## src/rtl/uart_status_tx.sv

```systemverilog
// uart_status_tx: once per trigger, sends the snapshot time and DHT11 readings
// as the 16-byte ASCII line "HH:MM:SS,TT,RR\r\n" over an 8N1, LSB-first UART.
// Optional feature macro: UART_TX_PARITY_EN adds an even-parity bit after the
// data bits of every byte.
module uart_status_tx #(
    parameter int CLK_FREQ = 27_000_000,
    parameter int BAUD     = 115200
) (
    input  logic        clk,
    input  logic        rst_n,
    input  logic        clk_1Hz_en,
    input  logic [5:0]  hour_decimal,
    input  logic [5:0]  minute_decimal,
    input  logic [5:0]  second_decimal,
    input  logic [31:0] TempHumi,
    output logic        uart_txd,
    output logic        tx_busy
);

    localparam int BAUD_DIV = CLK_FREQ / BAUD;
    localparam int CNT_W    = $clog2(BAUD_DIV + 1);
    localparam logic [CNT_W-1:0] CNT_LAST = CNT_W'(BAUD_DIV - 1);

`ifdef UART_TX_PARITY_EN
    typedef enum logic [2:0] {
        S_IDLE, S_LOAD, S_START, S_DATA, S_PARITY, S_STOP, S_NEXT
    } state_t;
`else
    typedef enum logic [2:0] {
        S_IDLE, S_LOAD, S_START, S_DATA, S_STOP, S_NEXT
    } state_t;
`endif

    state_t           state;
    state_t           state_next;
    logic [CNT_W-1:0] baud_cnt;
    logic [2:0]       bit_idx;
    logic [3:0]       byte_idx;
    logic             baud_done;
    logic             bit_timed;
    logic [7:0]       tx_byte;

    logic [5:0]       snap_hour;
    logic [5:0]       snap_min;
    logic [5:0]       snap_sec;
    logic [7:0]       snap_temp;
    logic [7:0]       snap_humi;
    logic [7:0]       bcd_h;
    logic [7:0]       bcd_m;
    logic [7:0]       bcd_s;
    logic [7:0]       bcd_t;
    logic [7:0]       bcd_r;

    // The fraction bytes of the DHT11 word are deliberately never transmitted.
    logic unused_fraction;
    assign unused_fraction = ^{TempHumi[23:16], TempHumi[7:0]};

    // Two decimal digits {tens, units}; anything above 99 saturates to 99.
    function automatic logic [7:0] to_bcd(input logic [7:0] value);
        logic [7:0] clamped;
        clamped = (value > 8'd99) ? 8'd99 : value;
        return {4'(clamped / 8'd10), 4'(clamped % 8'd10)};
    endfunction

    assign baud_done = (baud_cnt == CNT_LAST);
    assign tx_busy   = (state != S_IDLE);

    // Select the ASCII character for the current byte position of the line.
    always_comb begin
        tx_byte = 8'h0A;
        case (byte_idx)
            4'd0:    tx_byte = {4'h3, bcd_h[7:4]};
            4'd1:    tx_byte = {4'h3, bcd_h[3:0]};
            4'd2:    tx_byte = 8'h3A;
            4'd3:    tx_byte = {4'h3, bcd_m[7:4]};
            4'd4:    tx_byte = {4'h3, bcd_m[3:0]};
            4'd5:    tx_byte = 8'h3A;
            4'd6:    tx_byte = {4'h3, bcd_s[7:4]};
            4'd7:    tx_byte = {4'h3, bcd_s[3:0]};
            4'd8:    tx_byte = 8'h2C;
            4'd9:    tx_byte = {4'h3, bcd_t[7:4]};
            4'd10:   tx_byte = {4'h3, bcd_t[3:0]};
            4'd11:   tx_byte = 8'h2C;
            4'd12:   tx_byte = {4'h3, bcd_r[7:4]};
            4'd13:   tx_byte = {4'h3, bcd_r[3:0]};
            4'd14:   tx_byte = 8'h0D;
            default: tx_byte = 8'h0A;
        endcase
    end

    // Next-state logic and line level; the line idles high outside bit states.
    always_comb begin
        state_next = state;
        uart_txd   = 1'b1;
        bit_timed  = 1'b0;
        case (state)
            S_IDLE: begin
                if (clk_1Hz_en) state_next = S_LOAD;
            end
            S_LOAD: begin
                state_next = S_START;
            end
            S_START: begin
                uart_txd  = 1'b0;
                bit_timed = 1'b1;
                if (baud_done) state_next = S_DATA;
            end
            S_DATA: begin
                uart_txd  = tx_byte[bit_idx];
                bit_timed = 1'b1;
                if (baud_done && bit_idx == 3'd7) begin
`ifdef UART_TX_PARITY_EN
                    state_next = S_PARITY;
`else
                    state_next = S_STOP;
`endif
                end
            end
`ifdef UART_TX_PARITY_EN
            S_PARITY: begin
                uart_txd  = ^tx_byte;
                bit_timed = 1'b1;
                if (baud_done) state_next = S_STOP;
            end
`endif
            S_STOP: begin
                bit_timed = 1'b1;
                if (baud_done) state_next = S_NEXT;
            end
            S_NEXT: begin
                state_next = (byte_idx == 4'd15) ? S_IDLE : S_START;
            end
            default: begin
                state_next = S_IDLE;
            end
        endcase
    end

    // State register; reset abandons any frame in flight.
    always_ff @(posedge clk) begin
        if (!rst_n) state <= S_IDLE;
        else        state <= state_next;
    end

    // Bit-period counter plus bit and byte position within the frame.
    always_ff @(posedge clk) begin
        if (!rst_n) begin
            baud_cnt <= '0;
            bit_idx  <= '0;
            byte_idx <= '0;
        end else begin
            if (bit_timed) baud_cnt <= baud_done ? '0 : baud_cnt + 1'b1;
            else           baud_cnt <= '0;

            if (state != S_DATA)  bit_idx <= '0;
            else if (baud_done)   bit_idx <= bit_idx + 1'b1;

            if (state == S_LOAD)      byte_idx <= '0;
            else if (state == S_NEXT) byte_idx <= byte_idx + 1'b1;
        end
    end

    // Capture the inputs on the accepted trigger and convert them during LOAD.
    always_ff @(posedge clk) begin
        if (!rst_n) begin
            snap_hour <= '0;
            snap_min  <= '0;
            snap_sec  <= '0;
            snap_temp <= '0;
            snap_humi <= '0;
            bcd_h     <= '0;
            bcd_m     <= '0;
            bcd_s     <= '0;
            bcd_t     <= '0;
            bcd_r     <= '0;
        end else begin
            if (state == S_IDLE && clk_1Hz_en) begin
                snap_hour <= hour_decimal;
                snap_min  <= minute_decimal;
                snap_sec  <= second_decimal;
                snap_temp <= TempHumi[15:8];
                snap_humi <= TempHumi[31:24];
            end
            if (state == S_LOAD) begin
                bcd_h <= to_bcd({2'b00, snap_hour});
                bcd_m <= to_bcd({2'b00, snap_min});
                bcd_s <= to_bcd({2'b00, snap_sec});
                bcd_t <= to_bcd(snap_temp);
                bcd_r <= to_bcd(snap_humi);
            end
        end
    end

endmodule

```

## config.mk

```make
export PLATFORM = sky130hd
export DESIGN_NAME = uart_status_tx
export DESIGN_NICKNAME = d
export VERILOG_FILES = /design/src/rtl/uart_status_tx.sv
export SDC_FILE = /design/constraint.sdc
export NUM_CORES = 1
export LEC_CHECK = 0
export CAP_MARGIN = 20
export CELL_PAD_IN_SITES_DETAIL_PLACEMENT = 1
export CELL_PAD_IN_SITES_GLOBAL_PLACEMENT = 1
export CORE_MARGIN = 3
export CORE_UTILIZATION = 40
export CTS_CLUSTER_DIAMETER = 40
export DETAILED_ROUTE_END_ITERATION = 8
export PLACE_DENSITY = 0.84
export REMOVE_ABC_BUFFERS = 1
export SYNTH_ARGS = -nofsm -noshare
export SYNTH_HDL_FRONTEND = slang
export SYNTH_SLANG_ARGS = --single-unit
```

## constraint.sdc

```tcl
create_clock -name clk -period 2.4 [get_ports clk]
set_input_delay 0.36 -clock clk [delete_from_list [all_inputs] [get_ports clk]]
set_output_delay 0.36 -clock clk [all_outputs]
set_load 0.1 [all_outputs]
```

; Word level (Yosys, flattened, before mapping)
; Cells that the tools add are included.
[op_classes]
add_sub_neg = 3
div = 10
order_cmp = 3
eq_ne = 27
n_mux = 13
bitwise = 2
reduce_logical = 12
[ops]
columns = operator, count
row1 = case mux 6 bit (13 select lines), 1
row2 = equality test 4 bit (second input constant), 8
row3 = divider 6 x 4 -> 8 bit (second input constant), 3
row4 = modulo 6 x 4 -> 8 bit (second input constant), 3
row5 = case mux 3 bit (6 select lines), 1
row6 = divider 8 x 4 -> 8 bit (second input constant), 2
row7 = equality test 4 x 3 -> 1 bit (second input constant), 4
row8 = greater-than comparator 8 x 7 -> 1 bit (second input constant), 2
row9 = modulo 8 x 4 -> 8 bit (second input constant), 2
row10 = two-way mux 8 bit, 2
row11 = two-way mux 3 bit, 4
row12 = equality test 3 bit (second input constant), 3
row13 = adder 8 x 1 -> 8 bit (second input constant), 1
row14 = equality test 4 x 2 -> 1 bit (second input constant), 2
row15 = equality test 8 bit (second input constant), 1
row16 = inequality test 2 bit (second input constant), 4
row17 = OR reduction 2 bit, 4
row18 = equality test 3 x 2 -> 1 bit (second input constant), 2
row19 = OR reduction 3 bit, 2
row20 = adder 4 x 1 -> 4 bit (second input constant), 1
row21 = equality test 4 x 1 -> 1 bit (second input constant), 1
row22 = logical NOT 4 bit, 1
row23 = less-than comparator 3 x 4 -> 1 bit (second input constant), 1
row24 = AND reduction 4 bit, 1
row25 = 11 further kinds, 14
[word_totals]
register_bits = 92
in_bits = 53
output_inout_bits = 2
wordCells = 84

; Depth between registers and ports, before layout
; Gate-level depths: netlist of the first run.
[depth]
depth_word = 6
mapped_depth = 11
ltp_nobuf = 10

; Least setup slack after synthesis of the first run
; No wires, ideal clock.
[synth_path]
path_type = reg2out
from = register byte_idx[0]
to = output port uart_txd
arrival_time_ns = 3.758
required_time_ns = 2.040
path_slack_ns = -1.718
stages_incl_launch_ff = 11
path_buffers = 2
cell_sequence = dfxtp_1 inv_1 ha_1 clkbuf_1 clkbuf_1 a21oi_1 nand2_1 o211ai_1 nand3_1 a21oi_1 o311ai_1
[synth_via]
elab_chain_cells = 6
elab_cells_between_ends = 21
cone_classes = eq/ne: 14 / mux: 4 / reduce/logical: 3
[synth_lines]
columns = element, line_no
row1 = from (decl), 38  ; logic [3:0] byte_idx;
row2 = from (signal assigned), 159  ; else if (state == S_NEXT) byte_idx <= byte_idx + 1'b1;
row3 = equality test 4 bit (tied with other cells), 71  ; case (byte_idx)
row4 = OR reduction 2 bit (no line), -
row5 = case mux 6 bit (13 select lines) *, 71
row6 = binary-select mux 1 bit (select 3 bit) *, 109  ; uart_txd = tx_byte[bit_idx];
row7 = two-way mux 1 bit (implied by the code) *, 109
row8 = case mux 1 bit (2 select lines) *, 96  ; case (state)
row9 = to (decl), 16  ; output logic uart_txd,
; Mark *: on every way between the ends. The rest lies on a longest branch, timed or not. The select of a mux whose other input is x is not followed.

; Worst setup path in the final report of the first run
; Ends and elaborated chain as after synthesis.

==> impl_metrics.json, run 1 <==
{
  "path_buf_inv": 3,
  "clk_latency_ns": 0.36,
  "ir_drop_v": 0.000300,
  "drt_drc_violations_left": 0,
  "power.leakage_uw": 0.00226,
  "die_w_um": 121,
  "ys_top_cells_by_count": "120 x nand2_1, 89 x dfxtp_1, 46 x a21boi_0, 37 x nor2_1",
  "startpoint_type": "register",
  "path_depth": 10,
  "synth_flop_cell": "dfxtp_1",
  "drt-pass1-iter-count": 5,
  "ys_ff_latch": 89,
  "core_area_mm2": 0.0128,
  "totalWireLength_mm": 15.1,
  "status": "finished, violations left",
  "async_flop_share": 0,
  "drv_cap": 0,
  "design_area_mm2": 0.00646,
  "grt_max_degree": 33,
  "die_y_um": 121,
  "grt_pass1_vias": 5221,
  "clk_pin_slew_ns": 0.07,
  "r2r-start": "snap_hour[5]",
  "grt-ovfl-total": 0,
  "crit_chain": "inv_4, ha_4, buf_4, a21oi_1, nand2_1, o211ai_1, nand3_1, a21oi_1, o311ai_4, buf_12",
  "hold_violations": 0,
  "multiInputGateArea_mm2": 0.00337,
  "maxSlewViolCount": 0,
  "setup_ws_ns": -0.237,
  "setup_viol": 1,
  "path_class": "register to output port",
  "seq_area_mm2": 0.00179,
  "r2r_cells": 9,
  "antenna-diode-count": 0,
  "antenna_left": 0,
  "ys_types": 69,
  "clockBufferDepth": 2,
  "reg2reg_to": "bcd_h[3]",
  "syn-cell-area_mm2": 0.00530,
  "dpl_cell_area_mm2": 0.00591,
  "failed_checks": "negative setup slack",
  "dieArea_mm2": 0.0147,
  "cpPeakStageDelay_ns": 0.41,
  "portBuffers": 38,
  "hpwl_mm": 10.1,
  "syn2layout_area_growth_pct": 22.0,
  "netlist.top_cell.by_area": "dfxtp_1",
  "clock.fmax_mhz": 379,
  "clock-sinks": 89,
  "htree_num_levels": 3,
  "viasPerCell": 5.71,
  "worst_slew_pin_slew_ns": 0.650,
  "hold_path.class": "input pin to register",
  "cp_common_cell": "a21oi_1",
  "path_delay_family": "compound AO/OA/AOI/OAI gates",
  "num_vias": 5041,
  "cts-root-buf": "clkbuf_16",
  "cp_max_fo": 5,
  "slowest_stage": "dfxtp_4",
  "initial_core_util": 0.415,
  "numCtsBuffers": 9,
  "holdBufCountCts": 0,
  "synth_area_leaders": "dfxtp_1 34%, nand2_1 8.5%, a21boi_0 6.5%",
  "antenna_found_initial": 0,
  "gp_congestion": 0.848,
  "synth_area_per_cell_um2": 7.86,
  "fp-row-count": 41,
  "fin_crit_sh": 1.10,
  "ioPinCount": 55,
  "yosysSeqAreaShare": 0.336,
  "fill_cells": 1518,
  "crit_path_end": "uart_txd",
  "dp_cells": 860,
  "yosysTopAreaCellShare": 0.336,
  "powerDensity_mw_per_mm2": 610,
  "grt_pass1_wl_mm": 25.9,
  "arrival_ns": 2.28,
  "worstSetupStartpoint": "byte_idx[0]",
  "drt-initial-drc-count": 328,
  "relSlewSlack": 0.564,
  "finalCriticalPeriod_ns": 2.64,
  "synth_edf_count": 0,
  "rsz0062_at_grt": "yes",
  "nets": 772,
  "stdcell_count": 883,
  "required_ns": 2.04,
  "power.total_uw": 3950,
  "clock_skew_ns": 0.00425,
  "synth.most_common_cell": "nand2_1",
  "synthCells": 674,
  "ys.warnings.count": 0,
  "grt_util_all_layers": 0.217,
  "tritoncts": "built",
  "regToRegSetupSlack_ns": 0.16,
  "end_kind": "output port",
  "wire_per_inst_um": 17.1,
  "drive_gt1_frac": 0.150
}
[cells in the final DEF (no fill, tap or decap), types with 4 or more instances in the layout]
cell type	synthesis	layout
nor3b_1	6	6
a21boi_0	46	46
clkdlybuf4s50_1	0	35
nor2b_1	9	9
nand2b_1	26	21
dfxtp_1	89	85
ha_4	0	4
nand3_1	26	24
a21oi_2	1	5
inv_1	21	19
buf_6	2	4
a211oi_1	9	9
ha_1	13	6
nand3b_1	7	7
a21oi_1	36	32
nand2b_2	0	4
o21ai_1	4	4
o32ai_1	5	4
xnor2_1	7	7
nand2_1	120	120
nor3_1	10	9
a22oi_1	6	6
xor2_1	11	10
o21ai_0	34	34
mux2i_1	6	6
clkbuf_16	0	9
o211ai_1	10	10
and2_1	4	4
a222oi_1	4	4
buf_4	0	30
nor2_1	37	36
a31oi_1	8	8
[area by class of cell]
type | count | share of cell area
tap | 172 | 0.0333
clock buffer | 10 | 0.0370
clock inverter | 6 | 0.0116
sequential | 89 | 0.277
multi-input combinational | 512 | 0.522
inverter | 21 | 0.0130
timing repair buffer | 73 | 0.106
[state kept, by name, summed over array words and instances (netlist names)]
name	flops
snap_hour	6
snap_humi	8
bcd_m	7
snap_temp	8
bcd_s	7
bcd_t	8
byte_idx	4
bit_idx	3
state	3
bcd_h	7
baud_cnt	8
snap_sec	6
snap_min	6
bcd_r	8
[per-stage QoR]
step	hold slack, ns	TNS [ns]	setup slack (ns)	util
floorplan	0.437	-1.87	-1.52	-
global placement	0.453	-0.0168	-0.0168	0.462
detailed placement	0.459	-0.0932	-0.0932	0.462
CTS	0.448	-0.156	-0.156	0.501
global route	0.477	-0.306	-0.306	0.506
finish	0.442	-0.237	-0.237	0.506
[timing repair]
action | 4_1_cts | 5_1_grt
setup endpoints to repair | 2 | 5
gates resized for setup | 34 | 20
pin swaps | 10 | 4
buffers inserted | 7 | 1
[metal layers]
layer / vias up / global-route usage / routed length [um]
li1: 2451 / - / -
met1: 2462 / 0.270 / 6700
met2: 92 / 0.377 / 7520
met3: 36 / 0.0275 / 437
met4: 0 / 0.0921 / 445
met5: - / 0 / 0
[cells by family after synthesis]
logic type | Yosys count | share of synthesized area
AND/OR/NAND/NOR | 265 | 0.242
multiplexers | 12 | 0.0290
flip-flops | 89 | 0.336
XOR/XNOR | 18 | 0.0298
buffers and inverters | 73 | 0.0579
adder cells (fa/ha/maj) | 13 | 0.0307
AO/OA/AOI/OAI | 204 | 0.274
[power by group]
part | total [uW] | internal [uW] | leakage (uW) | switching, uW
Sequential | 1690 | 1560 | 0.000728 | 125
Combinational | 759 | 350 | 0.00138 | 410
Clock | 1500 | 850 | 0.000151 | 651
[worst min-delay path by stage]
stage,end,depth (start not counted),startpoint,slack (ns)
detailed placement,snap_temp[0],2,snap_temp[0],0.46
CTS,bcd_s[5],2,rst_n,0.45
global route,bcd_s[5],2,rst_n,0.48
floorplan,bcd_r[3],2,bcd_r[3],0.44
global placement,snap_humi[0],2,snap_humi[0],0.45
finish,bcd_s[5],2,rst_n,0.44
No activity file was read; power rests on OpenSTA's default activity.
==> run 2, diff against run 1 <==
SKIP_LAST_GASP = 1   (was unset)
==> results of run 2 <==
The final DEF is identical to that of run 1; final timing and power are the same.
==> run 3, diff against run 2 <==
CORE_MARGIN = 10   (was 3)
==> impl_metrics.json, run 3 (synthesis gave the netlist of run 1 again) <==
{
  "status": "finished, violations left",
  "failed_checks": "negative setup slack",
  "fp-row-count": 41,
  "die_w_um": 135,
  "antenna_left": 0,
  "worst_slew_pin_slew_ns": 0.644,
  "ioPinCount": 55,
  "path_class": "register to output port",
  "antenna_found_initial": 0,
  "required_ns": 2.04,
  "utilization": 0.501,
  "fin_crit_sh": 1.10,
  "fill_cells": 1552,
  "grt_pass1_wl_mm": 25.2,
  "setup_ws_ns": -0.244,
  "cp_max_fo": 5,
  "startpoint_type": "register",
  "tns_ns": -0.244,
  "dieArea_mm2": 0.0182,
  "clk_latency_ns": 0.36,
  "clk_pin_slew_ns": 0.06,
  "relSlewSlack": 0.569,
  "multiInputGateArea_mm2": 0.00334,
  "numCtsBuffers": 9,
  "num_vias": 4962,
  "holdBufCountCts": 0,
  "grt_pass1_vias": 5165,
  "rsz0062_at_grt": "yes",
  "clockBufferDepth": 2,
  "clock_skew_ns": 0.00528,
  "setup_viol": 1,
  "initial_core_util": 0.415,
  "gp_congestion": 0.834,
  "grt-ovfl-total": 0,
  "power.total_uw": 3870,
  "grt_util_all_layers": 0.167,
  "ir_drop_v": 0.000443,
  "antenna-diode-count": 0,
  "powerDensity_mw_per_mm2": 604,
  "grt_max_degree": 48,
  "die_y_um": 135,
  "hpwl_mm": 10.7,
  "totalWireLength_mm": 15.2,
  "hold_violations": 0,
  "maxSlewViolCount": 0,
  "clock-sinks": 89,
  "design_area_mm2": 0.00640,
  "drt-pass1-iter-count": 4,
  "drt_drc_violations_left": 0,
  "dpl_cell_area_mm2": 0.00590,
  "arrival_ns": 2.28,
  "syn2layout_area_growth_pct": 20.8,
  "tritoncts": "built",
  "cts-root-buf": "clkbuf_16",
  "nets": 769,
  "power.leakage_uw": 0.00222,
  "drive_gt1_frac": 0.134,
  "drt-initial-drc-count": 374,
  "hold_path.class": "input pin to register",
  "wire_per_inst_um": 17.3,
  "final_common_cell": "nand2_1",
  "drv_cap": 0,
  "stdcell_count": 880,
  "clock.fmax_mhz": 378,
  "finalCriticalPeriod_ns": 2.64,
  "seq_area_mm2": 0.00179,
  "core_area_mm2": 0.0128,
  "layout_common_cells": "120 x nand2_1, 86 x dfxtp_1, 46 x a21boi_0",
  "end_kind": "output port",
  "portBuffers": 38,
  "dp_cells": 858,
  "viasPerCell": 5.64,
  "htree_num_levels": 3
}
## run 3: changes by cell type in the layout (fill, tap and decap cells not counted), sizes merged
cell and change:
buf -3, clkbuf -1, clkinv +1, clkinvlp +2, inv -2
## run 3: final cells by class
class                           count  share of cell area
Timing Repair Buffer               70               0.106
Tap cell                          172              0.0336
Sequential cell                    89               0.280
Multi-Input combinational cell    512               0.522
Inverter                           21              0.0131
Clock inverter                      7              0.0111
Clock buffer                        9              0.0352
## run 3: final timing paths
| path | cells past startpoint | to | from | slack, ns |
|---|---|---|---|---|
| hold reg to reg | 2 | snap_hour[0] | snap_hour[0] | 0.47 |
| hold / removal | 2 | bcd_s[5] | rst_n | 0.45 |
| setup reg to reg | 10 | bcd_s[3] | snap_sec[5] | 0.16 |
| setup / recovery | 10 | uart_txd | byte_idx[0] | -0.24 |
## run 3: critical path, stage by stage, from the launching register on
cell and delay [ns]:
dfxtp_4 0.39, inv_4 0.05, buf_6 0.11, ha_4 0.17, buf_6 0.12, a222oi_1 0.28, mux4_2 0.30, nand3_2 0.08
nand3_2 0.10, o311ai_4 0.11, buf_12 0.19
## run 3: report_power, final
part,total (uW),internal [uW],switching [uW]
sequential,1690,1560,125
combinational,761,352,409
clock,1420,804,616
total,3870,2720,1150
## run 3: stage by stage
stage / setup slack, ns / hold slack [ns]
after floorplan: -1.52 / 0.437
after detailed placement: -0.198 / 0.460
after CTS: -0.212 / 0.429
final: -0.244 / 0.451
after global placement: -0.0746 / 0.457
after global routing: -0.307 / 0.462
## run 3: routing by layer
metal	up-vias	routed length, um	global-route usage
met5	-	0	0
met4	0	347	0.0610
met3	28	596	0.0527
met2	92	7610	0.285
met1	2400	6640	0.191
li1	2442	-	-
## run 3: repair_timing
action                                  CTS  global route
pin swaps                                 3             5
endpoints found under the setup margin    2             4
buffers inserted                          6             0
gates resized for setup                  26            15
